===== config.mk =====
export PLATFORM = sky130hd
export DESIGN_NAME = hazard_scoreboard
export DESIGN_NICKNAME = d
export VERILOG_FILES = /design/src/rtl/hazard_scoreboard.sv
export SDC_FILE = /design/constraint.sdc
export NUM_CORES = 1
export LEC_CHECK = 0
export CAP_MARGIN = 10
export CELL_PAD_IN_SITES_DETAIL_PLACEMENT = 1
export CELL_PAD_IN_SITES_GLOBAL_PLACEMENT = 2
export CORE_ASPECT_RATIO = 1.5
export CORE_MARGIN = 3
export CORE_UTILIZATION = 34
export DETAILED_ROUTE_END_ITERATION = 16
export GPL_TIMING_DRIVEN = 1
export MAX_ROUTING_LAYER = met4
export PLACE_DENSITY_LB_ADDON = 0.15
export SLEW_MARGIN = 20
export SYNTH_ARGS = -nofsm -noshare
export SYNTH_HDL_FRONTEND = slang
export SYNTH_SLANG_ARGS = --single-unit

===== constraint.sdc =====
create_clock -name clk -period 7.1 [get_ports clk]
set_clock_uncertainty 0.05 [all_clocks]
set_input_delay 1.775 -clock clk [delete_from_list [all_inputs] [get_ports clk]]
set_output_delay 1.775 -clock clk [all_outputs]
set_load 0.02 [all_outputs]

===== src/rtl/hazard_scoreboard.sv =====
// rtl/hazard_scoreboard.sv - per-register pending-write scoreboard driving data/control hazard stalls
// Optional perf counters perfStallCycles/perfFlushCount are built when HAZARD_PERF_EN is defined.
module hazard_scoreboard #(
  parameter int NUM_REGS      = 32,
  parameter int REG_NUM_WIDTH = 5,
  parameter int ALU_LAT       = 1,
  parameter int LOAD_LAT      = 2,
  parameter int BR_EXTRA      = 1
) (
  input  logic                     clk,
  input  logic                     rst,
  input  logic                     idValid,
  input  logic [REG_NUM_WIDTH-1:0] idRS,
  input  logic [REG_NUM_WIDTH-1:0] idRT,
  input  logic                     idRSUsed,
  input  logic                     idRTUsed,
  input  logic                     idIsBranch,
  input  logic [REG_NUM_WIDTH-1:0] idRD,
  input  logic                     idRfWrEnable,
  input  logic                     idIsLoad,
  input  logic                     brTaken,
  input  logic                     pipeFlush,
  output logic                     dHazard,
  output logic                     cHazard,
  output logic [NUM_REGS-1:0]      busyMask
`ifdef HAZARD_PERF_EN
  ,
  output logic [31:0]              perfStallCycles,
  output logic [31:0]              perfFlushCount
`endif
);

  localparam int CNT_W = $clog2(LOAD_LAT + 1);
  localparam logic [CNT_W-1:0] ALU_C  = CNT_W'(ALU_LAT);
  localparam logic [CNT_W-1:0] LOAD_C = CNT_W'(LOAD_LAT);
  localparam logic [CNT_W-1:0] BR_THR = CNT_W'(BR_EXTRA);

  logic [CNT_W-1:0] cnt_q [NUM_REGS];
  logic [CNT_W-1:0] cnt_d [NUM_REGS];
  logic [CNT_W-1:0] rs_cnt;
  logic [CNT_W-1:0] rt_cnt;
  logic [CNT_W-1:0] thr;
  logic             hazard_raw;
  logic             issue;

  // Index 0 is never matched, so r0 always reads back as not pending.
  always_comb begin
    rs_cnt = '0;
    rt_cnt = '0;
    for (int r = 1; r < NUM_REGS; r++) begin
      if (idRS == REG_NUM_WIDTH'(r)) rs_cnt = cnt_q[r];
      if (idRT == REG_NUM_WIDTH'(r)) rt_cnt = cnt_q[r];
    end
  end

  assign thr        = idIsBranch ? '0 : BR_THR;
  assign hazard_raw = idValid & ((idRSUsed & (rs_cnt > thr)) | (idRTUsed & (rt_cnt > thr)));
  assign issue      = idValid & ~hazard_raw & ~pipeFlush;
  assign dHazard    = ~rst & hazard_raw;
  assign cHazard    = ~rst & idValid & brTaken & ~hazard_raw;

  always_comb begin
    busyMask = '0;
    if (!rst) begin
      for (int r = 1; r < NUM_REGS; r++) begin
        busyMask[r] = (cnt_q[r] != '0);
      end
    end
  end

  // Youngest writer overwrites any older pending countdown on the same register.
  always_comb begin
    for (int r = 0; r < NUM_REGS; r++) begin
      cnt_d[r] = '0;
    end
    if (!pipeFlush) begin
      for (int r = 1; r < NUM_REGS; r++) begin
        cnt_d[r] = (cnt_q[r] == '0) ? '0 : cnt_q[r] - 1'b1;
        if (issue && idRfWrEnable && (idRD == REG_NUM_WIDTH'(r))) begin
          cnt_d[r] = idIsLoad ? LOAD_C : ALU_C;
        end
      end
    end
  end

  always_ff @(posedge clk) begin
    for (int r = 0; r < NUM_REGS; r++) begin
      if (rst) cnt_q[r] <= '0;
      else     cnt_q[r] <= cnt_d[r];
    end
  end

`ifdef HAZARD_PERF_EN
  logic [31:0] stall_q, stall_d;
  logic [31:0] flush_q, flush_d;

  assign stall_d = stall_q + {31'd0, dHazard};
  assign flush_d = flush_q + {31'd0, cHazard};

  always_ff @(posedge clk) begin
    if (rst) begin
      stall_q <= '0;
      flush_q <= '0;
    end else begin
      stall_q <= stall_d;
      flush_q <= flush_d;
    end
  end

  assign perfStallCycles = stall_q;
  assign perfFlushCount  = flush_q;
`endif

endmodule

Word-level counts from Yosys, hierarchy flattened
Memory sizes are Yosys's and may differ from the RTL's.
Index checks and enable logic that the tools add are counted.
Widths: inputs -> output; s select.
{ "classes": {"n_addsub": 31, "n_mul": 0, "div_mod_pow": 0, "magnitude_cmp": 2, "n_eq_ne": 93, "n_shift": 0, "mux": 163, "bitwise_logic": 45, "reduce_logical": 94} }
{ "op_table": {"columns": ["operator", "n"], "rows": [
  ["$mux 2", 157],
  ["$eq 5x5->1 const B", 48],
  ["$eq 5x4->1 const B", 24],
  ["$logic_not 2->1", 31],
  ["$mux 62", 1],
  ["$reduce_bool 2->1", 31],
  ["$sub 2x1->2 const B", 31],
  ["$eq 5x3->1 const B", 12],
  ["$or 1x1->1", 33],
  ["$logic_and 1x1->1", 32],
  ["$mux 31", 1],
  ["$eq 5x2->1 const B", 6],
  ["$eq 5x1->1 const B", 3],
  ["$and 1x1->1", 9],
  ["$gt 2x1->1", 2],
  ["$mux 1", 4],
  ["$not 1->1", 3]
]} }
{ "word_totals": {"reg_bits": 0, "latch_bits": 0, "ramBits": 64, "rom_bits": 0, "inputBits": 25, "output_inout_bits": 34, "wordCells": 429, "mem_count": 1} }
{ "memory_table": {"columns": ["memory", "words", "word_bits", "rd", "rd_clocked_by_memory_dff", "write_ports", "line", "text"], "rows": [
  ["cnt_q", 32, 2, 31, 0, 32, "38", "logic [CNT_W-1:0] cnt_q [NUM_REGS];"]
]} }

Longest topological paths before layout
Gate-level depths: netlist (run 1).
{ "logic_depth": {"depth_word": 44, "ltp_mapped": 19} }

Worst setup path before layout (run 1)
Ideal clock, no wire load.
{ "synth_path": {"path_kind": "input to output", "startpoint": "input port idRS[0]", "endpoint": "output port dHazard", "arrival_ns": 5.191, "t_required_ns": 5.275, "path_slack_ns": 0.084, "stages": 17, "n_path_buf": 4, "cell_sequence": "buf_4 buf_4 clkbuf_1 buf_1 mux2_2 nand2_1 o21ai_0 a2bb2oi_1 o22ai_1 a32o_1 a32oi_1 ha_1 o32ai_1 nand4b_1 o221ai_1 and2_1 nor3b_1"} }
{ "synth_via": {"elab_chain_cells": 37} }
{ "synth_lines": {"columns": ["element", "line", "text"], "rows": [
  ["start, declared", "13", "input logic [REG_NUM_WIDTH-1:0] idRS,"],
  ["$eq 5x1->1", "51", "if (idRS == REG_NUM_WIDTH'(r)) rs_cnt = cnt_q[r];"],
  ["$mux 2 (30 in a row)", "51", null],
  ["$mux 2 (*)", "51", null],
  ["$gt 2x1->1 (*)", "57", "assign hazard_raw = idValid & ((idRSUsed & (rs_cnt > thr)) | (idRTUsed & (rt_cnt > thr)));"],
  ["$and 1x1->1 (*)", "57", null],
  ["$or 1x1->1 (*)", "57", null],
  ["$and 1x1->1 (*)", "57", null],
  ["$and 1x1->1 (*)", "59", "assign dHazard = ~rst & hazard_raw;"],
  ["end, declared", "23", "output logic dHazard,"]
]} }
Mark *: on every way between the ends. The rest lies on a longest branch, timed or not.

Worst setup path after layout (run 1)
{ "layout_path": {"startpoint": "input port idRT[1]", "endpoint": "output port cHazard"} }
{ "layout_via": {"elab_chain_cells": 38} }
{ "layout_lines": {"columns": ["element", "line", "text"], "rows": [
  ["start, declared", "14", "input logic [REG_NUM_WIDTH-1:0] idRT,"],
  ["$eq 5x1->1", "52", "if (idRT == REG_NUM_WIDTH'(r)) rt_cnt = cnt_q[r];"],
  ["$mux 2 (30 in a row)", "52", null],
  ["$mux 2 (*)", "52", null],
  ["$gt 2x1->1 (*)", "57", null],
  ["$and 1x1->1 (*)", "57", null],
  ["$or 1x1->1 (*)", "57", null],
  ["$and 1x1->1 (*)", "57", null],
  ["$not 1->1 (*)", "60", "assign cHazard = ~rst & idValid & brTaken & ~hazard_raw;"],
  ["$and 1x1->1 (*)", "60", null],
  ["end, declared", "24", "output logic cHazard,"]
]} }
Marked as above.

==> flow_summary.yaml, run 1 <==
die:
  start_util_pct: 34.9
  dieArea_um2: 17100
  coreArea_um2: 15100
  io_pins: 59
  die_w_um: 108
  fp-row-count: 55
  chipHeight_um: 159
sta:
  report.final.slew_viol_count: 0
  fin_ws_ns: 0.133
  tns_ns: 0
  period_needed_ns: 6.97
  slew_headroom_pct: 42.7
  max_freq_mhz: 144
  hold_viol: 0
  rsz0062_at_grt: "no"
  worst_pin_slew_ns: 0.859
  post-route-period-util_pct: 98.1
  setup_viol: 0
cells_and_area:
  fin_area_um2: 6930
  final_cell_mix: "121 x nor2_1, 80 x buf_4, 75 x mux2i_1, 62 x dfxtp_1, 51 x clkdlybuf4s50_1"
  syn_to_final_growth_pct: 31.0
  fillCellCount: 1847
  fin_nets: 787
  largest_reg_flops: 62
  largestRegisters: "cnt_q x62"
  fin_util_pct: 45.8
  num_antenna_cells: 0
  regMostFlops: "cnt_q"
  final_common_cell: "nor2_1"
  drive_above_1_share_pct: 21.6
power:
  p_leak_nw: 2.80
  p_per_area_nw_per_um2: 160
  p_seq_share_pct: 31.5
  p_int_mw: 0.784
  combPwrFrac_pct: 20.3
  finalPower_mw: 1.11
  swShare_pct: 29.2
  switching_power_mw: 0.323
  ir_drop_v: 0.000105
  pwr-share-clk_pct: 48.2
global_route:
  grt_pass1_vias: 5973
  grt_max_degree: 63
  grt_antenna_before_repair: 0
  grt_pass1_wl_um: 35600
  grtUsageTotal_pct: 28.3
  overflow: 0
cts:
  cts_buffers: 9
  cts_buffer_depth: 2
  ctsHoldBuffers: 0
  clk_latency_ns: 0.34
  cts.reportedPaths.clkPinSlew_ns: 0.05
  cts_htree_levels: 3
  cts_sinks: 62
  tritoncts: "done"
  clock-root-buffer: "clkbuf_16"
placement:
  dpl_cell_area_um2: 6480
  gp_congestion: 0.983
  dp_hpwl_um: 18400
  port_buffers: 57
  place_ws_ns: -0.499
synth:
  synth.distinct_cells: 64
  synthCells: 657
  synth_edf_count: 0
  netlist.area_leader.share_pct: 23.5
  ys_warn_count: 0
  avgSynthCellArea_um2: 8.05
  yosys.area.top_type: "dfxtp_1"
  ys_seq_elements: 62
  async_flop_share_pct: 0
  syn-num-nets: 684
  syn_area_um2: 5290
  synth_area_leaders: "dfxtp_1 23%, mux2i_1 14%, nand3_4 9.9%"
  yosysSeqAreaShare_pct: 23.5
  ys.flop_type: "dfxtp_1"
setup_path:
  critPathRequiredTime_ns: 5.28
  crit_fanout: 14
  path_class: "in2out"
  cp-end-kind: "output port"
  critPathArrivalTime_ns: 5.14
  cp-start-kind: "input port"
run_status:
  status: "finished, final reports clean"
routing:
  detail_route.iter0.violations: 223
  vias: 5439
  routedWlPerCell_um: 24.2
  finalWirelength_um: 23300
  ant_nets: 0
  drt-pass1-iter-count: 4
  avgViaCountPerCell: 5.64
  drc_errors: 0
flow_run:
  cap_violations: 0
hold_path:
  hold_class: "reg2reg"
## routing by layer
| metal | routed length (um) | vias to the layer above | share of wire [%] | track usage (%) |
|---|---|---|---|---|
| met4 | 1540 | 0 | 6.6 | 17.5 |
| met2 | 11700 | 140 | 50 | 46.5 |
| met1 | 9250 | 2660 | 40 | 32.2 |
| met3 | 782 | 62 | 3.4 | 3.66 |
| met5 | 0 | - | 0 | - |
| li1 | - | 2577 | - | - |
## worst paths after layout
path	start	to	slack (ns)	cells past startpoint
worst max-delay path	idRT[1]	cHazard	0.13	16
worst min-delay path	cnt_q[1][10]	cnt_q[1][11]	0.49	2
worst max register to register	cnt_q[0][26]	cnt_q[0][26]	2.87	14
worst min register to register	cnt_q[1][10]	cnt_q[1][11]	0.49	2
## metrics by stage
stage	hold slack, ns	instances
2_1_floorplan	0.427	657
3_3_place_gp	0.444	945
3_5_place_dp	0.482	945
4_1_cts	0.491	961
5_1_grt	0.498	964
6_report	0.485	964
## layout make-up
class | count | area [um2] | area share, %
inverter | 11 | 41.3 | 0.596
tap | 199 | 249 | 3.59
sequential | 62 | 1240 | 17.9
clock buffer | 9 | 225 | 3.25
clock inverter | 7 | 128 | 1.84
multi-input combinational | 532 | 3780 | 54.5
timing repair buffer | 144 | 1270 | 18.3
## cells in the mapped netlist (5+ instances only)
cell / number
buf_1: 5
clkbuf_1: 28
dfxtp_1: 62
a211oi_1: 6
nand3_1: 50
buf_2: 5
mux2_2: 6
o22ai_1: 7
nor3_1: 10
a21oi_1: 26
nand3b_1: 29
nor2b_1: 15
o211ai_1: 5
nand2b_1: 16
nand3_4: 30
buf_4: 6
mux2i_1: 75
inv_1: 10
nor2_1: 123
o21ai_0: 23
buf_6: 5
nand2_1: 34
o32ai_1: 6
## critical path, stage by stage
cell and delay [ns]:
clkdlybuf4s50_1 0.50, buf_12 0.15, nor2b_1 0.33, a32oi_1 0.16, nand3_1 0.15, o22a_1 0.15
nor2_1 0.04, o32ai_1 0.24, a21oi_1 0.11, ha_2 0.32, nor2_1 0.04, a211o_1 0.30
o311ai_4 0.28, and2_4 0.22, and4b_1 0.23, buf_6 0.13
## power by group through the flow
stage / combinational, mW / sequential, mW / clock, mW
6_report: 0.225 / 0.348 / 0.534
5_1_grt: 0.239 / 0.348 / 0.560
4_1_cts: 0.218 / 0.348 / 0.546
3_5_place_dp: 0.217 / 0.356 / 0
3_3_place_gp: 0.214 / 0.356 / 0
2_1_floorplan: 0.139 / 0.356 / 0
## what timing repair did
item,CTS,global route
gates cloned,0,1
hold endpoints to repair,0,0
pin swaps,1,18
setup buffers,0,2
setup endpoints to repair,2,2
resized for setup,12,21
## logic make-up after synthesis
| group | count (synthesis) | share of synthesized area [%] |
|---|---|---|
| adder cells (fa/ha/maj) | 2 | 0.473 |
| AO/OA/AOI/OAI | 113 | 14.8 |
| AND/OR/NAND/NOR | 333 | 38.2 |
| buffers and inverters | 63 | 6.65 |
| flip-flops | 62 | 23.5 |
| other | 1 | 0.0709 |
| multiplexers | 83 | 16.3 |
Note: power is estimated with default switching activity, not from simulation.
==> run 2, diff against run 1 <==
--- a/config.mk
+++ b/config.mk
@@ -5,7 +5,6 @@
 export SDC_FILE = /design/constraint.sdc
 export NUM_CORES = 1
 export LEC_CHECK = 0
-export CAP_MARGIN = 10
 export CELL_PAD_IN_SITES_DETAIL_PLACEMENT = 1
 export CELL_PAD_IN_SITES_GLOBAL_PLACEMENT = 2
 export CORE_ASPECT_RATIO = 1.5
==> results of run 2 <==
Final layout, timing and power as in run 1 (identical DEF).
==> run 3, diff against run 2 <==
--- a/config.mk
+++ b/config.mk
@@ -5,6 +5,7 @@
 export SDC_FILE = /design/constraint.sdc
 export NUM_CORES = 1
 export LEC_CHECK = 0
+export ABC_CLOCK_PERIOD_IN_PS = 7100
 export CELL_PAD_IN_SITES_DETAIL_PLACEMENT = 1
 export CELL_PAD_IN_SITES_GLOBAL_PLACEMENT = 2
 export CORE_ASPECT_RATIO = 1.5
==> results of run 3 <==
Final layout, timing and power as in run 1 (identical DEF).
